**src/rtl/sc_flagpacer_pkg.sv**
```systemverilog
// rtl/sc_flagpacer_pkg.sv - shared constants and state encoding for the flag pacer
// Purpose: state encoding, toggle-counter width and default tick constants.
// Ports: none (package).
package sc_flagpacer_pkg;

  localparam int STATE_W           = 3;
  localparam int TOGGLECNT_W       = 8;
  localparam int DEF_HIGH_TICKS    = 25_000_000;
  localparam int DEF_LOW_TICKS     = 25_000_000;
  localparam int DEF_TIMEOUT_TICKS = 16;
  localparam int DEF_CNT_W         = 26;

  typedef enum logic [STATE_W-1:0] {
    ST_IDLE      = 3'd0,
    ST_WAIT_LOW  = 3'd1,
    ST_PULSE_ON  = 3'd2,
    ST_WAIT_RISE = 3'd3,
    ST_WAIT_HIGH = 3'd4,
    ST_PULSE_OFF = 3'd5,
    ST_WAIT_FALL = 3'd6,
    ST_ERROR     = 3'd7
  } state_e;

endpackage

```
**src/rtl/sc_flagpacer_edgedet.sv**
```systemverilog
// rtl/sc_flagpacer_edgedet.sv - input register and rise/fall detector for the returned toggle signal
// Purpose: registers the toggling signal once (s) and keeps its previous value
//          (s_d) to produce single-cycle rise/fall strobes.
// Ports:
//   clk     in   system clock
//   rst     in   asynchronous active-high reset
//   sig_in  in   toggling signal from the toggler (same clock domain)
//   s       out  registered signal used for all decisions
//   rise    out  s & ~s_d
//   fall    out  ~s & s_d
module sc_flagpacer_edgedet (
  input  logic clk,
  input  logic rst,
  input  logic sig_in,
  output logic s,
  output logic rise,
  output logic fall
);

  // in_q holds s, in_prev_q holds s_d (s one cycle earlier).
  logic in_q, in_d;
  logic in_prev_q, in_prev_d;

  always_comb begin
    in_d      = sig_in;
    in_prev_d = in_q;
  end

  always_ff @(posedge clk or posedge rst) begin
    if (rst) begin
      in_q      <= 1'b0;
      in_prev_q <= 1'b0;
    end else begin
      in_q      <= in_d;
      in_prev_q <= in_prev_d;
    end
  end

  assign s    = in_q;
  assign rise = in_q & ~in_prev_q;
  assign fall = ~in_q & in_prev_q;

endmodule

```
**src/rtl/sc_flagpacer_cambiante.sv**
```systemverilog
// rtl/sc_flagpacer_cambiante.sv - closed-loop pacer and monitor for the toggling-signal FSM
// Purpose: issues one-cycle active-low FLAG pulses to set the high/low phase
//          lengths of the toggler, checks each pulse is answered within a
//          timeout, and measures the last high phase and completed pulses.
// Ports:
//   SC_STATEMACHINEBACKG_CLOCK_50       in   50 MHz system clock
//   SC_STATEMACHINEBACKG_RESET_InHigh   in   asynchronous active-high reset
//   SC_FLAGPACER_SenalCambiante_In      in   toggling signal from the toggler
//   SC_FLAGPACER_Enable_InHigh          in   run enable
//   SC_FLAGPACER_FLAG_OutLow            out  one-cycle active-low toggle request
//   SC_FLAGPACER_HighCount_Out          out  last completed high length, saturating
//   SC_FLAGPACER_ToggleCount_Out        out  completed high pulses, wrapping
//   SC_FLAGPACER_Timeout_OutHigh        out  sticky timeout error
module sc_flagpacer_cambiante
  import sc_flagpacer_pkg::*;
#(
  parameter int HIGH_TICKS    = DEF_HIGH_TICKS,
  parameter int LOW_TICKS     = DEF_LOW_TICKS,
  parameter int TIMEOUT_TICKS = DEF_TIMEOUT_TICKS,
  parameter int CNT_W         = DEF_CNT_W
) (
  input  logic                   SC_STATEMACHINEBACKG_CLOCK_50,
  input  logic                   SC_STATEMACHINEBACKG_RESET_InHigh,
  input  logic                   SC_FLAGPACER_SenalCambiante_In,
  input  logic                   SC_FLAGPACER_Enable_InHigh,
  output logic                   SC_FLAGPACER_FLAG_OutLow,
  output logic [CNT_W-1:0]       SC_FLAGPACER_HighCount_Out,
  output logic [TOGGLECNT_W-1:0] SC_FLAGPACER_ToggleCount_Out,
  output logic                   SC_FLAGPACER_Timeout_OutHigh
);

  // Phase counter starts at 0 on entry, so expiry is at TICKS-1.
  localparam logic [CNT_W-1:0] HIGH_LAST = CNT_W'(HIGH_TICKS - 1);
  localparam logic [CNT_W-1:0] LOW_LAST  = CNT_W'(LOW_TICKS - 1);
  localparam logic [CNT_W-1:0] TO_LAST   = CNT_W'(TIMEOUT_TICKS - 1);

  logic clk, rst, en, s, rise, fall;
  assign clk = SC_STATEMACHINEBACKG_CLOCK_50;
  assign rst = SC_STATEMACHINEBACKG_RESET_InHigh;
  assign en  = SC_FLAGPACER_Enable_InHigh;

  sc_flagpacer_edgedet u_edgedet (
    .clk    (clk),
    .rst    (rst),
    .sig_in (SC_FLAGPACER_SenalCambiante_In),
    .s      (s),
    .rise   (rise),
    .fall   (fall)
  );

  state_e                   state_q, state_d;
  logic [CNT_W-1:0]         cnt_q, cnt_d;
  logic                     flag_q, flag_d;
  logic                     timeout_q, timeout_d;
  logic [CNT_W-1:0]         hcnt_q, hcnt_d;
  logic [CNT_W-1:0]         high_q, high_d;
  logic [TOGGLECNT_W-1:0]   tog_q, tog_d;

  always_comb begin
    state_d = state_q;
    cnt_d   = cnt_q + 1'b1;
    case (state_q)
      ST_IDLE: begin
        cnt_d = '0;
        if (en) state_d = s ? ST_WAIT_HIGH : ST_WAIT_LOW;
      end
      ST_WAIT_LOW: begin
        // An edge seen on the expiry cycle wins over the pulse.
        if (s) begin
          state_d = ST_WAIT_HIGH;
          cnt_d   = '0;
        end else if (cnt_q == LOW_LAST) begin
          state_d = ST_PULSE_ON;
          cnt_d   = '0;
        end
      end
      ST_PULSE_ON: begin
        state_d = ST_WAIT_RISE;
        cnt_d   = '0;
      end
      ST_WAIT_RISE: begin
        if (s) begin
          state_d = ST_WAIT_HIGH;
          cnt_d   = '0;
        end else if (cnt_q == TO_LAST) begin
          state_d = ST_ERROR;
          cnt_d   = '0;
        end
      end
      ST_WAIT_HIGH: begin
        if (!s) begin
          state_d = ST_WAIT_LOW;
          cnt_d   = '0;
        end else if (cnt_q == HIGH_LAST) begin
          state_d = ST_PULSE_OFF;
          cnt_d   = '0;
        end
      end
      ST_PULSE_OFF: begin
        state_d = ST_WAIT_FALL;
        cnt_d   = '0;
      end
      ST_WAIT_FALL: begin
        if (!s) begin
          state_d = ST_WAIT_LOW;
          cnt_d   = '0;
        end else if (cnt_q == TO_LAST) begin
          state_d = ST_ERROR;
          cnt_d   = '0;
        end
      end
      ST_ERROR: begin
        cnt_d = '0;
        if (!en) state_d = ST_IDLE;
      end
      default: begin
        state_d = ST_IDLE;
        cnt_d   = '0;
      end
    endcase

    // Dropping enable aborts everything except a latched error.
    if (!en && state_q != ST_ERROR) begin
      state_d = ST_IDLE;
      cnt_d   = '0;
    end

    // Outputs are registered from the next state so they line up with it.
    flag_d    = !(state_d == ST_PULSE_ON || state_d == ST_PULSE_OFF);
    timeout_d = (state_d == ST_ERROR);
  end

  // High-phase measurement runs regardless of the pacing state.
  always_comb begin
    hcnt_d = hcnt_q;
    high_d = high_q;
    tog_d  = tog_q;
    if (rise) begin
      // The rise cycle itself is the first high cycle.
      hcnt_d = {{(CNT_W-1){1'b0}}, 1'b1};
    end else if (s && hcnt_q != '1) begin
      hcnt_d = hcnt_q + 1'b1;
    end
    if (fall) begin
      high_d = hcnt_q;
      tog_d  = tog_q + 1'b1;
    end
  end

  always_ff @(posedge clk or posedge rst) begin
    if (rst) begin
      state_q   <= ST_IDLE;
      cnt_q     <= '0;
      flag_q    <= 1'b1;
      timeout_q <= 1'b0;
      hcnt_q    <= '0;
      high_q    <= '0;
      tog_q     <= '0;
    end else begin
      state_q   <= state_d;
      cnt_q     <= cnt_d;
      flag_q    <= flag_d;
      timeout_q <= timeout_d;
      hcnt_q    <= hcnt_d;
      high_q    <= high_d;
      tog_q     <= tog_d;
    end
  end

  assign SC_FLAGPACER_FLAG_OutLow     = flag_q;
  assign SC_FLAGPACER_HighCount_Out   = high_q;
  assign SC_FLAGPACER_ToggleCount_Out = tog_q;
  assign SC_FLAGPACER_Timeout_OutHigh = timeout_q;

endmodule

```
**config.mk**
```make
export PLATFORM = sky130hd
export DESIGN_NAME = sc_flagpacer_cambiante
export DESIGN_NICKNAME = d
export VERILOG_FILES = /design/src/rtl/sc_flagpacer_pkg.sv /design/src/rtl/sc_flagpacer_edgedet.sv /design/src/rtl/sc_flagpacer_cambiante.sv
export SDC_FILE = /design/constraint.sdc
export NUM_CORES = 1
export LEC_CHECK = 0
export CAP_MARGIN = 0
export CORE_ASPECT_RATIO = 0.8
export CORE_MARGIN = 4
export CORE_UTILIZATION = 57
export CTS_CLUSTER_SIZE = 20
export DETAILED_ROUTE_END_ITERATION = 10
export PLACE_DENSITY = 0.83
export SYNTH_ARGS = -nofsm -noshare
export SYNTH_HDL_FRONTEND = slang
export SYNTH_SLANG_ARGS = --single-unit
```
**constraint.sdc**
```tcl
create_clock -name SC_STATEMACHINEBACKG_CLOCK_50 -period 3.72 [get_ports SC_STATEMACHINEBACKG_CLOCK_50]
set_input_delay 0.93 -clock SC_STATEMACHINEBACKG_CLOCK_50 [delete_from_list [all_inputs] [get_ports SC_STATEMACHINEBACKG_CLOCK_50]]
set_output_delay 0.93 -clock SC_STATEMACHINEBACKG_CLOCK_50 [all_outputs]
set_load 0.01 [all_outputs]
```
==> results of run 1 <==
layout make-up:
cell class | count | area share, %
Inverter | 14 | 1.05
Multi-Input combinational cell | 358 | 38.9
Clock inverter | 6 | 1.39
Timing Repair Buffer | 43 | 8.41
Sequential cell | 93 | 45.2
Clock buffer | 10 | 2.48
Tap cell | 105 | 2.55
routing by layer:
metal	GRT usage, %	vias to the layer above
met3	5.26	13
met5	0	-
li1	-	1740
met2	35.0	124
met4	6.16	0
met1	31.7	1709
registers in the layout, summed over array words and instances, names as in the netlist:
| name | cells |
|---|---|
| SC_FLAGPACER_HighCount_Out | 26 |
| cnt_q | 26 |
| hcnt_q | 26 |
| SC_FLAGPACER_ToggleCount_Out | 8 |
| state_q | 3 |
| SC_FLAGPACER_FLAG_OutLow | 1 |
| SC_FLAGPACER_Timeout_OutHigh | 1 |
| u_edgedet.in_prev_q | 1 |
| u_edgedet.s | 1 |
placed cells by master (no fill, tap or decap), drive strengths merged, types with 2 or more instances in the layout:
| cell type | n |
|---|---|
| a21boi | 2 |
| a21o | 2 |
| a21oi | 14 |
| a311o | 2 |
| a31o | 3 |
| a31oi | 6 |
| and2 | 3 |
| and3 | 14 |
| and4 | 6 |
| buf | 4 |
| clkbuf | 10 |
| clkdlybuf4s50 | 39 |
| clkinv | 3 |
| clkinvlp | 2 |
| dfrtp | 92 |
| ha | 3 |
| inv | 14 |
| mux2i | 2 |
| nand2 | 95 |
| nand2b | 2 |
| nand3 | 29 |
| nand4 | 18 |
| nor2 | 56 |
| nor2b | 4 |
| nor3 | 8 |
| nor4 | 6 |
| nor4b | 2 |
| o21ai | 22 |
| o31ai | 6 |
| or3 | 3 |
| xnor2 | 15 |
| xor2 | 23 |
metrics by stage:
stage,power [mW],hold slack (ps),cell area [um^2],instances
after floorplan,1.27,448,4470,486
after global placement,1.39,457,4950,613
after detailed placement,1.40,462,4950,613
after CTS,2.08,485,5150,629
after global routing,2.16,498,5150,629
final,2.07,479,5150,629
worst paths after layout:
check                                                        endpoint  slack, ps  cells after the start                                        from
setup reg to reg                                hcnt_q[3]$_DFFE_PP0P_       1290                      6               u_edgedet.in_prev_q$_DFF_PP0_
min in group asynchronous                       hcnt_q[4]$_DFFE_PP0P_        970                      2           SC_STATEMACHINEBACKG_RESET_InHigh
hold / removal             SC_FLAGPACER_HighCount_Out[14]$_DFFE_PP0P_        480                      2  SC_FLAGPACER_HighCount_Out[14]$_DFFE_PP0P_
setup / recovery                                hcnt_q[3]$_DFFE_PP0P_       1290                      6               u_edgedet.in_prev_q$_DFF_PP0_
max in group asynchronous          SC_FLAGPACER_FLAG_OutLow$_DFF_PP1_       2000                      3           SC_STATEMACHINEBACKG_RESET_InHigh
hold reg to reg            SC_FLAGPACER_HighCount_Out[14]$_DFFE_PP0P_        480                      2  SC_FLAGPACER_HighCount_Out[14]$_DFFE_PP0P_
critical path, cell delays in order, from the launching register on:
cell     delay [ps]
dfrtp_1         870
nand2_1          90
or4_4           480
or3_4           390
nand4_2         120
nor3_1           50
a311o_1         330
power by group through the flow:
stage | logic [mW] | clock network (mW) | registers, mW
floorplan | 0.120 | 0 | 1.15
global placement | 0.237 | 0 | 1.15
detailed placement | 0.246 | 0 | 1.16
CTS | 0.248 | 0.694 | 1.14
global route | 0.273 | 0.738 | 1.15
finish | 0.244 | 0.685 | 1.14
cell families after synthesis:
logic type	Yosys count	synth area share [%]
AND/OR/NAND/NOR	250	26.6
flip-flops	93	52.1
AO/OA/AOI/OAI	65	9.43
XOR/XNOR	38	7.45
buffers and inverters	35	3.14
adder cells (fa/ha/maj)	3	0.840
multiplexers	2	0.448
==> reports/results.tsv, run 1 <==
metric	value	unit
drive_above_1_share	6.11	%
worstMarginPinSlew	798	ps
finalHoldViolCount	0	
final_nets	526	
ys_ff_latch	93	
fin_skew	14.0	ps
path_max_fanout	24	
hp-class	reg2reg	
setup_slack	1290	ps
status	completed	
top_layer	met4	
grt-ovfl-total	0	
clk_latency	370	ps
required	3990	ps
power_frac_comb	11.8	%
power_frac_seq	55.1	%
ant_nets	0	
antenna_found_initial	0	
grt_use_total	22.4	%
first_global_vias	3477	
cp-end-kind	register	
slew_viol_final	0	
wl_per_cell	15.3	um
multi_input_area	2000	um^2
die_w	107	um
ios	40	
cts_setup_buffers	0	
netlist_top_cells_count	nand2_1, dfrtp_1, nor2_1	
post-place-ws	1300	ps
vias_per_cell	5.70	
swShare	27.3	%
grt_pass1_wl	16.6	mm
grt_setup_unrepaired	no	
worst_ep_arrival_time	2700	ps
drt-met1-wl	4.63	mm
max_cap_violations	0	
ctsHoldBuffers	0	
yosysWarningCount	0	
fillers	612	
synth_area_leaders	dfrtp_1, nand2_1, nor2_1, xor2_1, nand3_1	
synth.distinct_cells	50	
clkPwrFrac	33.1	%
setup_viol_count_final	0	
utilization	68.6	%
syn2layout_area_growth	15.1	%
vias	3586	
rows	28	
slew_headroom	46.8	%
synthArstFlopShare	100	%
p_int	1.50	mW
syn_area	4470	um^2
initial_core_util	59.6	%
start_kind	register	
wl_met3	599	um
synth_fp_nets	493	
power_density	402	nW/um^2
timing.setup.tns	0	ps
synth_largest_area_cell	dfrtp_1	
clock-sinks	93	
post-synth-top-count-cell	nand2_1	
seq_area_frac_synth	52.1	%
gp_congestion	0.931	
antenna_cells	0	
numCtsBuffers	9	
drcViolationCount	0	
clock_path_buffers	2	
cts_tree	done	
netlist.area_leader.share	51.5	%
place.detailed.hpwl	6.60	mm
period_minus_slack	2430	ps
clkTransAtPathRegs	100	ps
syn_inst	486	
core	7500	um^2
drt_iter0_drc	278	
io_buffers	39	
ys.flop_type	dfrtp_1	
cellLeakagePower	2.23	nW
dieArea	9330	um^2
syn-mean-instance-area	9.20	um^2
switchingPower	0.565	mW
cts_htree_levels	3	
dr.pass1.iters	5	
layout_worst_path_cycle_share	65.4	%
crit_type	reg2reg	
wl	9.60	mm
routed-wl-met2	4.26	mm
ctsRootBufferMaster	clkbuf_8	
fmax	411	MHz
die_h	87.2	um
cts_resized	0	
irDropWorstVdd	0.280	mV
grt_max_degree	55	
synth_edf_count	0	
regArea	2330	um^2
Note: power is estimated with default switching activity, not from simulation.
==> inputs of run 2 (changes only) <==
Settings changed: CORE_UTILIZATION 57 to 52, PLACE_DENSITY 0.83 to 0.8.
Clock period 3.72 ns to 2.2 ns, I/O delays scaled along.
==> reports/results.tsv, run 2 (synthesized netlist as in run 1, its figures left out) <==
metric	value	unit
worstMarginPinSlew	690	ps
vias	3684	
clock_path_buffers	2	
slew_headroom	53.6	%
timing.setup.tns	0	ps
grt_setup_unrepaired	no	
switchingPower	0.941	mW
setup_viol_count_final	0	
fin_skew	12.2	ps
io_buffers	39	
crit_type	reg2reg	
r2r_slack	70	ps
drcViolationCount	0	
hp-class	reg2reg	
dr.pass1.iters	5	
clock-sinks	93	
antenna_found_initial	0	
clk_latency	370	ps
cts_htree_levels	3	
p_int	2.73	mW
fmax	470	MHz
die_h	90.9	um
power_density	690	nW/um^2
drt_iter0_drc	326	
cellLeakagePower	2.32	nW
grt_use_total	20.0	%
core	8160	um^2
rows	29	
cp-end-kind	register	
final_nets	540	
status	completed	
clkTransAtPathRegs	90	ps
endpoint	hcnt_q[3]$_DFFE_PP0P_	
ant_nets	0	
drive_above_1_share	9.85	%
worst_ep_arrival_time	2390	ps
hold_ws	478	ps
numCtsBuffers	9	
rr_worst_depth	6	
cts_setup_buffers	0	
wl	9.83	mm
grt-ovfl-total	0	
power_frac_comb	12.2	%
gp_congestion	0.943	
initial_core_util	54.7	%
finalHoldViolCount	0	
reg2reg_from	hcnt_q[21]$_DFFE_PP0P_	
final_common_cell	nand2_1	
ctsRootBufferMaster	clkbuf_8	
clkPwrFrac	35.8	%
path_max_fanout	6	
dieArea	10200	um^2
required	2460	ps
swShare	25.6	%
slew_viol_final	0	
period_minus_slack	2130	ps
vias_per_cell	5.70	
grt_max_degree	94	
place.detailed.hpwl	6.78	mm
first_global_vias	3422	
irDropWorstVdd	0.485	mV
ios	40	
die_w	112	um
grt_pass1_wl	16.4	mm
syn2layout_area_growth	19.1	%
max_cap_violations	0	
worstHoldPathCells	1	
layout_common_cells	nand2_1, dfrtp_1, nor2_1	
power_frac_seq	52.0	%
p_total	3.67	mW
cp-startpoint	hcnt_q[21]$_DFFE_PP0P_	
antenna_cells	0	
worst_r2r_endpoint	hcnt_q[3]$_DFFE_PP0P_	
start_kind	register	
cts_tree	done	
layout_worst_path_cycle_share	96.6	%
wl_per_cell	15.2	um
## run 2: changes by cell type in the layout (fill, tap and decap cells not counted), sizes merged
cell | before | now
buf | 4 | 18
bufinv | 1 | 2
clkbuf | 10 | 11
clkinv | 3 | 1
## run 2: layout make-up
class	instances	area (um^2)
Sequential cell	93	2330
Clock buffer	11	151
Tap cell	108	135
Multi-Input combinational cell	358	2020
Clock inverter	5	81.3
Inverter	14	56.3
Fill cell	645	2840
Timing Repair Buffer	57	551
## run 2: critical path, cell delays in order, from the launching register on
cell and delay [ps]:
dfrtp_1 470, nand3_1 140, or4_4 530, or3_4 390
nand4_2 120, nor3_1 50, a311o_1 320
## run 2: metrics by stage
stage                     cell area [um^2]  util, %  cells  setup WS [ps]
final                                 5330     65.2    646           74.5
after global routing                  5330     65.2    646           31.4
after CTS                             5300     65.0    646           55.7
after detailed placement              5070     62.1    630           97.2
after global placement                5070     62.1    630            160
after floorplan                       4470        -    486            179
## run 2: worst min-delay path by stage
stage                                                            from                                     endpoint  slack (ps)
after floorplan                                    cnt_q[0]$_DFF_PP0_                           cnt_q[0]$_DFF_PP0_         450
final                     SC_FLAGPACER_ToggleCount_Out[7]$_DFFE_PP0P_  SC_FLAGPACER_ToggleCount_Out[7]$_DFFE_PP0P_         480
after global placement     SC_FLAGPACER_HighCount_Out[10]$_DFFE_PP0P_   SC_FLAGPACER_HighCount_Out[10]$_DFFE_PP0P_         460
after global routing      SC_FLAGPACER_ToggleCount_Out[7]$_DFFE_PP0P_  SC_FLAGPACER_ToggleCount_Out[7]$_DFFE_PP0P_         500
after CTS                 SC_FLAGPACER_ToggleCount_Out[7]$_DFFE_PP0P_  SC_FLAGPACER_ToggleCount_Out[7]$_DFFE_PP0P_         480
after detailed placement    SC_FLAGPACER_HighCount_Out[9]$_DFFE_PP0P_    SC_FLAGPACER_HighCount_Out[9]$_DFFE_PP0P_         460
## run 2: per-layer routing
layer	vias up	GRT usage [%]	share of wire, %
met5	-	0	0
met3	9	6.16	7.3
met2	127	28.1	45
met4	0	5.88	1.1
li1	1759	-	-
met1	1789	29.8	46
## run 2: power groups by stage
stage	sequential [mW]	combinational [mW]	clock [mW]
floorplan	1.95	0.203	0
global placement	1.93	0.437	0
detailed placement	1.94	0.449	0
CTS	1.91	0.451	1.35
global route	1.93	0.491	1.41
finish	1.91	0.449	1.32
## run 2: timing repair
action | in CTS | in global routing
endpoints found under the setup margin | 0 | 8
gates resized for setup | 0 | 6
hold buffers | 0 | 0
